$ cat src/rtl/unsigned_int_to_single.sv
// Multi-cycle 32-bit unsigned integer to IEEE-754 single converter, round to nearest even.
// Define UNSIGNED_INT_TO_SINGLE_FAST_NORM_EN for a single-cycle leading-zero normaliser.
module unsigned_int_to_single (
  input  logic        clk,
  input  logic        rst,
  input  logic [31:0] a,
  input  logic        a_stb,
  output logic        a_ack,
  output logic [31:0] z,
  output logic        z_stb,
  input  logic        z_ack
);

  typedef enum logic [2:0] {
    GET_A, CONVERT, NORMALISE, ROUND, PACK, PUT_Z
  } state_t;

  state_t      state, state_next;
  logic [31:0] m, m_next;
  logic [5:0]  e, e_next;
  logic [31:0] z_next;
  logic        a_ack_next, z_stb_next;

  logic [24:0] m_inc;
  logic        round_up;
  logic [7:0]  exp_biased;

  assign m_inc      = {1'b0, m[31:8]} + 25'd1;
  assign round_up   = m[7] && ((|m[6:0]) || m[8]);
  assign exp_biased = {2'b00, e} + 8'd127;

`ifdef UNSIGNED_INT_TO_SINGLE_FAST_NORM_EN
  // Only reached with a nonzero operand, so some bit is always set.
  function automatic logic [4:0] count_lz(input logic [31:0] v);
    logic [4:0] n;
    n = 5'd0;
    for (int i = 0; i < 32; i++) begin
      if (v[i]) n = 5'(31 - i);
    end
    return n;
  endfunction

  logic [4:0] lz;
  assign lz = count_lz(m);
`endif

  // NOTE: every signal driven here gets a default first, so no path leaves
  // one unassigned and no latch is inferred.
  always_comb begin
    state_next = state;
    m_next     = m;
    e_next     = e;
    z_next     = z;
    case (state)
      GET_A: begin
        if (a_stb && a_ack) begin
          m_next     = a;
          state_next = CONVERT;
        end
      end
      CONVERT: begin
        if (m == 32'd0) begin
          z_next     = 32'h0000_0000;
          state_next = PUT_Z;
        end else begin
          e_next     = 6'd31;
          state_next = NORMALISE;
        end
      end
      NORMALISE: begin
`ifdef UNSIGNED_INT_TO_SINGLE_FAST_NORM_EN
        m_next     = m << lz;
        e_next     = 6'd31 - {1'b0, lz};
        state_next = ROUND;
`else
        if (!m[31]) begin
          m_next = m << 1;
          e_next = e - 6'd1;
        end else begin
          state_next = ROUND;
        end
`endif
      end
      ROUND: begin
        if (round_up) begin
          // All-ones mantissa overflows to the next power of two.
          if (m_inc[24]) begin
            m_next[31:8] = 24'h80_0000;
            e_next       = e + 6'd1;
          end else begin
            m_next[31:8] = m_inc[23:0];
          end
        end
        state_next = PACK;
      end
      PACK: begin
        z_next     = {1'b0, exp_biased, m[30:8]};
        state_next = PUT_Z;
      end
      PUT_Z: begin
        if (z_stb && z_ack) state_next = GET_A;
      end
      default: state_next = GET_A;
    endcase
  end

  // Handshake outputs are registered so they sit low through reset and
  // a_ack first rises on the edge after release.
  assign a_ack_next = (state_next == GET_A);
  assign z_stb_next = (state_next == PUT_Z);

  // NOTE: sequential state uses non-blocking assignments so every register
  // samples the pre-edge values, independent of statement order.
  always_ff @(posedge clk or posedge rst) begin
    if (rst) begin
      state <= GET_A;
      m     <= 32'd0;
      e     <= 6'd0;
      z     <= 32'd0;
      a_ack <= 1'b0;
      z_stb <= 1'b0;
    end else begin
      state <= state_next;
      m     <= m_next;
      e     <= e_next;
      z     <= z_next;
      a_ack <= a_ack_next;
      z_stb <= z_stb_next;
    end
  end

endmodule

$ cat config.mk
export PLATFORM = sky130hd
export DESIGN_NAME = unsigned_int_to_single
export DESIGN_NICKNAME = d
export VERILOG_FILES = /design/src/rtl/unsigned_int_to_single.sv
export SDC_FILE = /design/constraint.sdc
export NUM_CORES = 1
export LEC_CHECK = 0
export ABC_AREA = 1
export ABC_CLOCK_PERIOD_IN_PS = 5800
export CORE_UTILIZATION = 59
export CTS_BUF_LIST = sky130_fd_sc_hd__clkbuf_16
export DETAILED_ROUTE_END_ITERATION = 10
export PLACE_DENSITY = 0.86
export SYNTH_ARGS = -nofsm -noshare
export SYNTH_HDL_FRONTEND = slang
export SYNTH_SLANG_ARGS = --single-unit
$ cat constraint.sdc
create_clock -name clk -period 5.8 [get_ports clk]
set_clock_uncertainty 0.1 [all_clocks]
set_input_delay 1.16 -clock clk [delete_from_list [all_inputs] [get_ports clk]]
set_output_delay 1.16 -clock clk [all_outputs]
set_load 0.02 [all_outputs]
* Word level (Yosys, flattened, before mapping)
Cells that the tools add are included.
** Word-level totals
- Register bits :: 75
- Input port bits :: 36
- Output and inout bits :: 34
- Word-level logic and storage cells :: 59
** Cells by class
- $add $sub $neg :: 4
- Eq/ne operators :: 12
- Mux-type cells :: 18
- Reductions and logical operators :: 17
** Operators by type and width (number)
- $mux W32 :: 3
- $pmux W24 S3 :: 1
- $pmux W32 S2 :: 1
- $mux W24 :: 2
- $logic_not A32 Y1 :: 1
- $add A24 B1 Y25 const B :: 1
- $mux W6 :: 4
- $pmux W3 S6 :: 1
- $pmux W6 S3 :: 1
- $pmux W8 S2 :: 1
- $mux W3 :: 4
- $ne A2 B2 Y1 const B :: 6
- $eq A3 B3 Y1 const B :: 3
- $add A6 B7 Y8 const B :: 1
- $reduce_or A7 Y1 :: 1
- $add A6 B1 Y6 const B :: 1
- $eq A3 B2 Y1 const B :: 2
- $logic_not A3 Y1 :: 2
- $reduce_and A3 Y1 :: 2
- $reduce_bool A3 Y1 :: 2
- $sub A6 B1 Y6 const B :: 1
- $reduce_and A5 Y1 :: 1
- $reduce_and A4 Y1 :: 1
- $reduce_bool A2 Y1 :: 2
- 4 further kinds :: 6

* Longest topological paths before layout
Gate-level depths: netlist of run 1.
- Depth after elaboration :: 5
- Gate-level depth with buffers :: 15
- Depth with buffers taken out :: 14

* Worst setup path before layout of run 1
No wires, ideal clock.
- Path type :: input port to flip-flop
- From :: in a_stb
- To :: reg m[16]
- Data arrival time :: 1.908 ns
- Path slack :: 3.727 ns
- Cell stages on the path :: 7
- Path buffers :: 1
- Cell sequence :: nand4_1 nand2_1 nand3_4 buf_4 nor2_1 nand2_1 nand2_1
** Between the ends
- Cells in the longest elaborated chain, start to end :: 3
** RTL lines
- start, declared :: line 7 : input logic a_stb,
- $logic_and A1 B1 Y1 :: line 56 : if (a_stb && a_ack) begin
- $ne A2 B2 Y1 (no line)
- $reduce_and A4 Y1 (no line)
- end signal, assigned :: line 124 : m <= m_next;
- end, declared :: line 19 : logic [31:0] m, m_next;
No other way between the ends.
A chain may end at the register's enable or synchronous reset.

* Worst setup path after layout of run 1
- From :: reg state[1]
- To :: reg m[1]
** Between the ends
- Cells in the longest elaborated chain, start to end :: 3
- Elaborated cells between the ends (all ways) :: 7
- Classes of those cells :: eq/ne: 3; mux: 1; reduce/logical: 3
** RTL lines
- start, declared :: line 18 : state_t state, state_next;
- start signal, assigned :: line 123 : state <= state_next;
- $eq A3 B2 Y1 or $logic_not A3 Y1 (tied branches) :: line 54 : case (state)
- $ne A2 B2 Y1 (no line) or $reduce_bool A2 Y1 (tied branches)
- $reduce_and A3 Y1 (no line)
Several ways; a longest one is shown, not always the timed one.

==> flow_metrics.tcl, run 1 <==
set metrics [dict create \
    drc 0 \
    place_area_sq_um 5320 \
    powerDensity_nw_per_um2 568 \
    syn_inst 675 \
    ys_seq_area_frac 0.398 \
    post-route-util 0.751 \
    portBuffers 68 \
    power.total_w 0.00318 \
    slew_headroom 0.349 \
    syn_area_sq_um 4650 \
    clk_latency_ns 0.33 \
    cts_buffers 9 \
    cts_resized 0 \
    pin_count 70 \
    setup_viol 0 \
    wirelength_mm 12.7 \
    nFillCells 607 \
    postCtsSetupBuffers 0 \
    end_kind "flip-flop" \
    num_antenna_cells 0 \
    cp.arrival_ns 3.45 \
    htree_levels 3 \
    slew_viol_final 0 \
    syn_nets 719 \
    coreArea_sq_um 7450 \
    min_period_ns 3.32 \
    die_area_sq_um 8230 \
    design_area_sq_um 5590 \
    areaGrowthSynthToFinish_pct 20.4 \
    ir_worst_vdd_mv 0.354 \
    synth.area.top_cells "dfrtp_1 40%, nand2_1 19%, nor2_1 6.9%" \
    hold_viol 0 \
    fp.dieH_um 90.7 \
    antenna_found_initial 0 \
    grt_max_degree 44 \
    yosysWarnings 0 \
    status "completed" \
    crit_fanout 21 \
    hp-start "z[6]" \
    async_reset_ff_frac 1.00 \
    cts_sinks 74 \
    synth_top_area_frac 0.398 \
    worstMarginPinSlew_ns 0.972 \
    rr_worst_depth 9 \
    nets 775 \
    wl_per_cell_um 15.2 \
    vias 4711 \
    num_rows 31 \
    r2r_start "state[1]" \
    grt_pass1_vias 4513 \
    whs_path_depth 2 \
    grt_usage 0.324 \
    grt_pass1_wl_mm 21.1 \
    hold_class "reg -> reg" \
    startpoint_type "flip-flop" \
    fin_cells 834 \
    drive_gt1_frac 0.0517 \
    cts_hold_buf 0 \
    fmax_ghz 0.301 \
    rsz0062_at_grt "no" \
    initial_utilization 0.624 \
    postRouteAntennaNets 0 \
    avgSynthCellArea_sq_um 6.88 \
    clock_path_buffers 2 \
    die_w_um 90.7 \
    place_congestion 0.926 \
    fin_crit_sh 0.573 \
    p_leak_nw 2.65 \
    maxCapViolations 0 \
    routed_via_density 5.65 \
    final_common_cell "nand2_1" \
    hpwl_mm 8.98 \
    synth-seq-cells 74 \
    gr-total-overflow 0 \
    placedCellCount 819 \
    clk_pin_slew_ns 0.05 \
    worstSetupStartpoint "state[1]" \
    first_iter_violations 443 \
    synth.distinct_cells 35 \
    yosysTopAreaCell "dfrtp_1" \
    synth_top_flop_cell "dfrtp_1" \
    final_cell_mix "239 x nand2_1, 85 x nor2_1, 74 x dfrtp_1" \
    tns_ns 0 \
    drtPass1Iterations 6 \
    critPathKind "reg -> reg" \
    cts_tree "done" \
    root_buffer "clkbuf_16" \
    synth_edf_count 0 \
    worst_ep_required_time_ns 5.93 \
]
==> power breakdown <==
part	internal, W	leakage (nW)	switching, W
logic	0.000606	1.58	0.00101
clock network	0.000324	0.143	0.000205
registers	0.000762	0.930	0.000271
==> worst max-delay path, stage by stage (launching register included) <==
cell and delay [ns]:
dfrtp_1 0.41, inv_1 0.09, nor2_2 0.69, nand2_1 0.48, nor2_1 0.19, buf_4 0.28
inv_1 0.25, nand2_1 0.45, nand3_1 0.16, o221ai_1 0.11
==> per-layer routing <==
metal	vias to the layer above	routed length, um	global-route usage	share of wire
met4	0	305	0.134	0.024
met1	2179	5110	0.409	0.40
met2	238	6110	0.540	0.48
met3	32	1190	0.0657	0.094
met5	-	0	0	0
li1	2262	-	-	-
==> cells in the mapped netlist (2+ instances only) <==
cell type    n
nand3_4      2
nor2_2       8
xnor2_1      3
buf_4        6
nand3b_1     4
buf_2       10
o22ai_1      2
nand2_2      4
nand2_1    239
xor2_1       8
o21ai_0     18
nor2_1      85
inv_1       61
buf_6        3
inv_2        3
clkbuf_1     6
a21oi_1     21
ha_1         7
o21ai_1     25
nand3_1     59
nand4_1      6
nor2_4       2
o221ai_1     7
dfrtp_1     74
nor3_1       2
==> cells by family after synthesis <==
group                      after synthesis  synth area share
other                                    1          0.000807
and+or+nand+nor                        415             0.379
DFF                                     74             0.398
xor gates and xnor gates                11            0.0207
AOI/OAI and AO/OA                       77            0.0934
adders and majority gates                8            0.0232
buffers and inverters                   89            0.0843
==> path summary, 6_finish.rpt <==
kind                             to  slack, ns
min                            z[6]       0.38
min in group asynchronous  state[1]       1.15
max                            m[1]       2.48
max in group asynchronous      m[6]       3.42
max reg2reg                    m[1]       2.48
min reg2reg                    z[6]       0.38
==> sequential cells by signal (all words and copies together), names as in the netlist <==
register  count
m            32
state         3
z_stb         1
e             6
z            31
a_ack         1
==> stage by stage <==
stage                     worst slack [ns]  hold WS [ns]
final                                 2.48         0.376
after global routing                  2.11         0.412
after floorplan                       2.66         0.395
after detailed placement              2.59         0.366
after CTS                             2.52         0.380
after global placement                2.76         0.360
==> area by class of cell <==
| type | count | area (sq um) | share of cell area |
|---|---|---|---|
| clock buffers | 9 | 225 | 0.0403 |
| clock inverters | 6 | 52.6 | 0.00940 |
| inverters | 64 | 240 | 0.0430 |
| multi-input cells | 512 | 2400 | 0.430 |
| flip-flops and latches | 74 | 1850 | 0.331 |
| well taps | 99 | 124 | 0.0221 |
| repair buffers | 70 | 696 | 0.124 |
Note: power is estimated with default switching activity, not from simulation.
==> run 2, diff against run 1 <==
--- a/config.mk
+++ b/config.mk
@@ -6,11 +6,11 @@
 export NUM_CORES = 1
 export LEC_CHECK = 0
 export ABC_AREA = 1
-export ABC_CLOCK_PERIOD_IN_PS = 5800
-export CORE_UTILIZATION = 59
+export ABC_CLOCK_PERIOD_IN_PS = 2900
+export CORE_UTILIZATION = 50
 export CTS_BUF_LIST = sky130_fd_sc_hd__clkbuf_16
 export DETAILED_ROUTE_END_ITERATION = 10
-export PLACE_DENSITY = 0.86
+export PLACE_DENSITY = 0.78
 export SYNTH_ARGS = -nofsm -noshare
 export SYNTH_HDL_FRONTEND = slang
 export SYNTH_SLANG_ARGS = --single-unit
==> constraint.sdc (replaced) <==
create_clock -name clk -period 2.9 [get_ports clk]
set_clock_uncertainty 0.1 [all_clocks]
set_input_delay 0.58 -clock clk [delete_from_list [all_inputs] [get_ports clk]]
set_output_delay 0.58 -clock clk [all_outputs]
set_load 0.02 [all_outputs]
==> flow_metrics.tcl, run 2 (synthesis gave the netlist of run 1 again) <==
set metrics [dict create \
    fp.dieH_um 98.4 \
    gr-total-overflow 0 \
    wl_per_cell_um 14.7 \
    num_antenna_cells 0 \
    dp_worst_setup_slack_ns 0.542 \
    largest_register_ffs 32 \
    maxCapViolations 0 \
    cp.arrival_ns 2.40 \
    initial_utilization 0.525 \
    clk_latency_ns 0.33 \
    place_congestion 0.922 \
    powerDensity_nw_per_um2 1130 \
    worst_ep_required_time_ns 2.98 \
    postRouteAntennaNets 0 \
    top_regs "m: 32 flops, z: 31 flops, e: 6 flops" \
    startpoint_type "flip-flop" \
    multi_input_area_sq_um 2400 \
    fmax_ghz 0.431 \
    power.share.clock 0.169 \
    slew_viol_final 0 \
    status "complete, but fails checks" \
    grt_pass1_vias 4563 \
    min_period_ns 2.32 \
    top_usage_layer "met2" \
    num_rows 34 \
    p_leak_nw 2.68 \
    end_kind "flip-flop" \
    crit_fanout 16 \
    postCtsSetupBuffers 0 \
    first_iter_violations 285 \
    final_cell_mix "239 x nand2_1, 85 x nor2_1, 74 x dfrtp_1" \
    cts_hold_buf 0 \
    drive_gt1_frac 0.0659 \
    slew_headroom 0.613 \
    rrSetupSlack_ns 0.58 \
    coreArea_sq_um 8850 \
    clock_path_buffers 2 \
    hold_class "reg -> reg" \
    p_seq_frac 0.321 \
    htree_levels 3 \
    swShare 0.462 \
    rsz0062_at_grt "no" \
    setup_viol 0 \
    grt.met3_usage 0.0394 \
    cts_tree "done" \
    tns_ns 0 \
    clk_pin_slew_ns 0.06 \
    critPathKind "reg -> reg" \
    root_buffer "clkbuf_16" \
    antenna_found_initial 0 \
    groute.layer.met2.usage 0.482 \
    rr_worst_depth 9 \
    combPwrFrac 0.510 \
    r2r_start "state[1]" \
    wirelength_mm 12.5 \
    vias 4592 \
    cts_sinks 74 \
    setup_ws_ns 0.580 \
    crit_end "m[2]" \
    routed_via_density 5.40 \
    portBuffers 68 \
    drc 3 \
    worst_r2r_endpoint "m[2]" \
    grt_usage 0.283 \
    nets 783 \
    switchingPower_w 0.00296 \
    cts_resized 0 \
    hold_viol 0 \
    areaGrowthSynthToFinish_pct 22.3 \
    drtPass1Iterations 10 \
    ir_worst_vdd_mv 0.782 \
    ff_latch_area_sq_um 1850 \
    p_int_w 0.00344 \
    fin_crit_sh 0.800 \
    hpwl_mm 8.99 \
    die_w_um 98.4 \
    final_common_cell "nand2_1" \
    hold_ws_ns 0.371 \
    grt_pass1_wl_mm 21.7 \
    cts_buffers 9 \
    met1_usage 0.366 \
    nFillCells 826 \
    worstMarginPinSlew_ns 0.579 \
    pin_count 70 \
    worstSetupStartpoint "state[1]" \
    regMostFlops "m" \
    grt_max_degree 75 \
    die_area_sq_um 9680 \
    violations "design-rule violations" \
]
run 2: critical path, cell delays in order, from the launching register on:
cell      delay, ns
dfrtp_1        0.41
inv_1          0.10
nor2_2         0.04
buf_4          0.16
nand2_1        0.29
nor2_1         0.11
inv_1          0.30
nand2_1        0.36
nand3_1        0.17
o221ai_1       0.13
run 2: area by class of cell:
| class | count | area share |
|---|---|---|
| clock buffers | 9 | 0.0396 |
| multi-input cells | 512 | 0.423 |
| well taps | 108 | 0.0238 |
| clock inverters | 6 | 0.0103 |
| flip-flops and latches | 74 | 0.326 |
| inverters | 64 | 0.0423 |
| repair buffers | 78 | 0.135 |
run 2: power by group through the flow:
stage          Sequential [W]  Combinational, W  Clock [W]
2_1_floorplan         0.00212           0.00212          0
4_1_cts               0.00204           0.00325    0.00109
3_5_place_dp          0.00206           0.00322          0
6_report              0.00206           0.00326    0.00108
3_3_place_gp          0.00203           0.00314          0
5_1_grt               0.00213           0.00371    0.00113
run 2: per-layer routing:
metal	routed length [um]	share of wire
met4	252	0.020
met1	5440	0.43
met3	734	0.059
met2	6110	0.49
met5	0	0
run 2: worst min-delay path by stage:
stage / from / endpoint / slack, ns / cells past startpoint
finish: z[25] / z[25] / 0.37 / 2
floorplan: m[9] / m[9] / 0.40 / 2
detailed placement: z[28] / z[28] / 0.36 / 2
global placement: z[6] / z[6] / 0.36 / 2
global route: z[28] / z[28] / 0.40 / 2
CTS: z[28] / z[28] / 0.38 / 2
run 2: per-stage QoR:
step	total power [W]	util	instances	instance area, sq um
6_report	0.00640	0.642	851	5680
4_1_cts	0.00638	0.642	851	5680
3_5_place_dp	0.00528	0.610	836	5400
2_1_floorplan	0.00424	-	675	4650
3_3_place_gp	0.00517	0.610	836	5400
5_1_grt	0.00697	0.642	851	5680
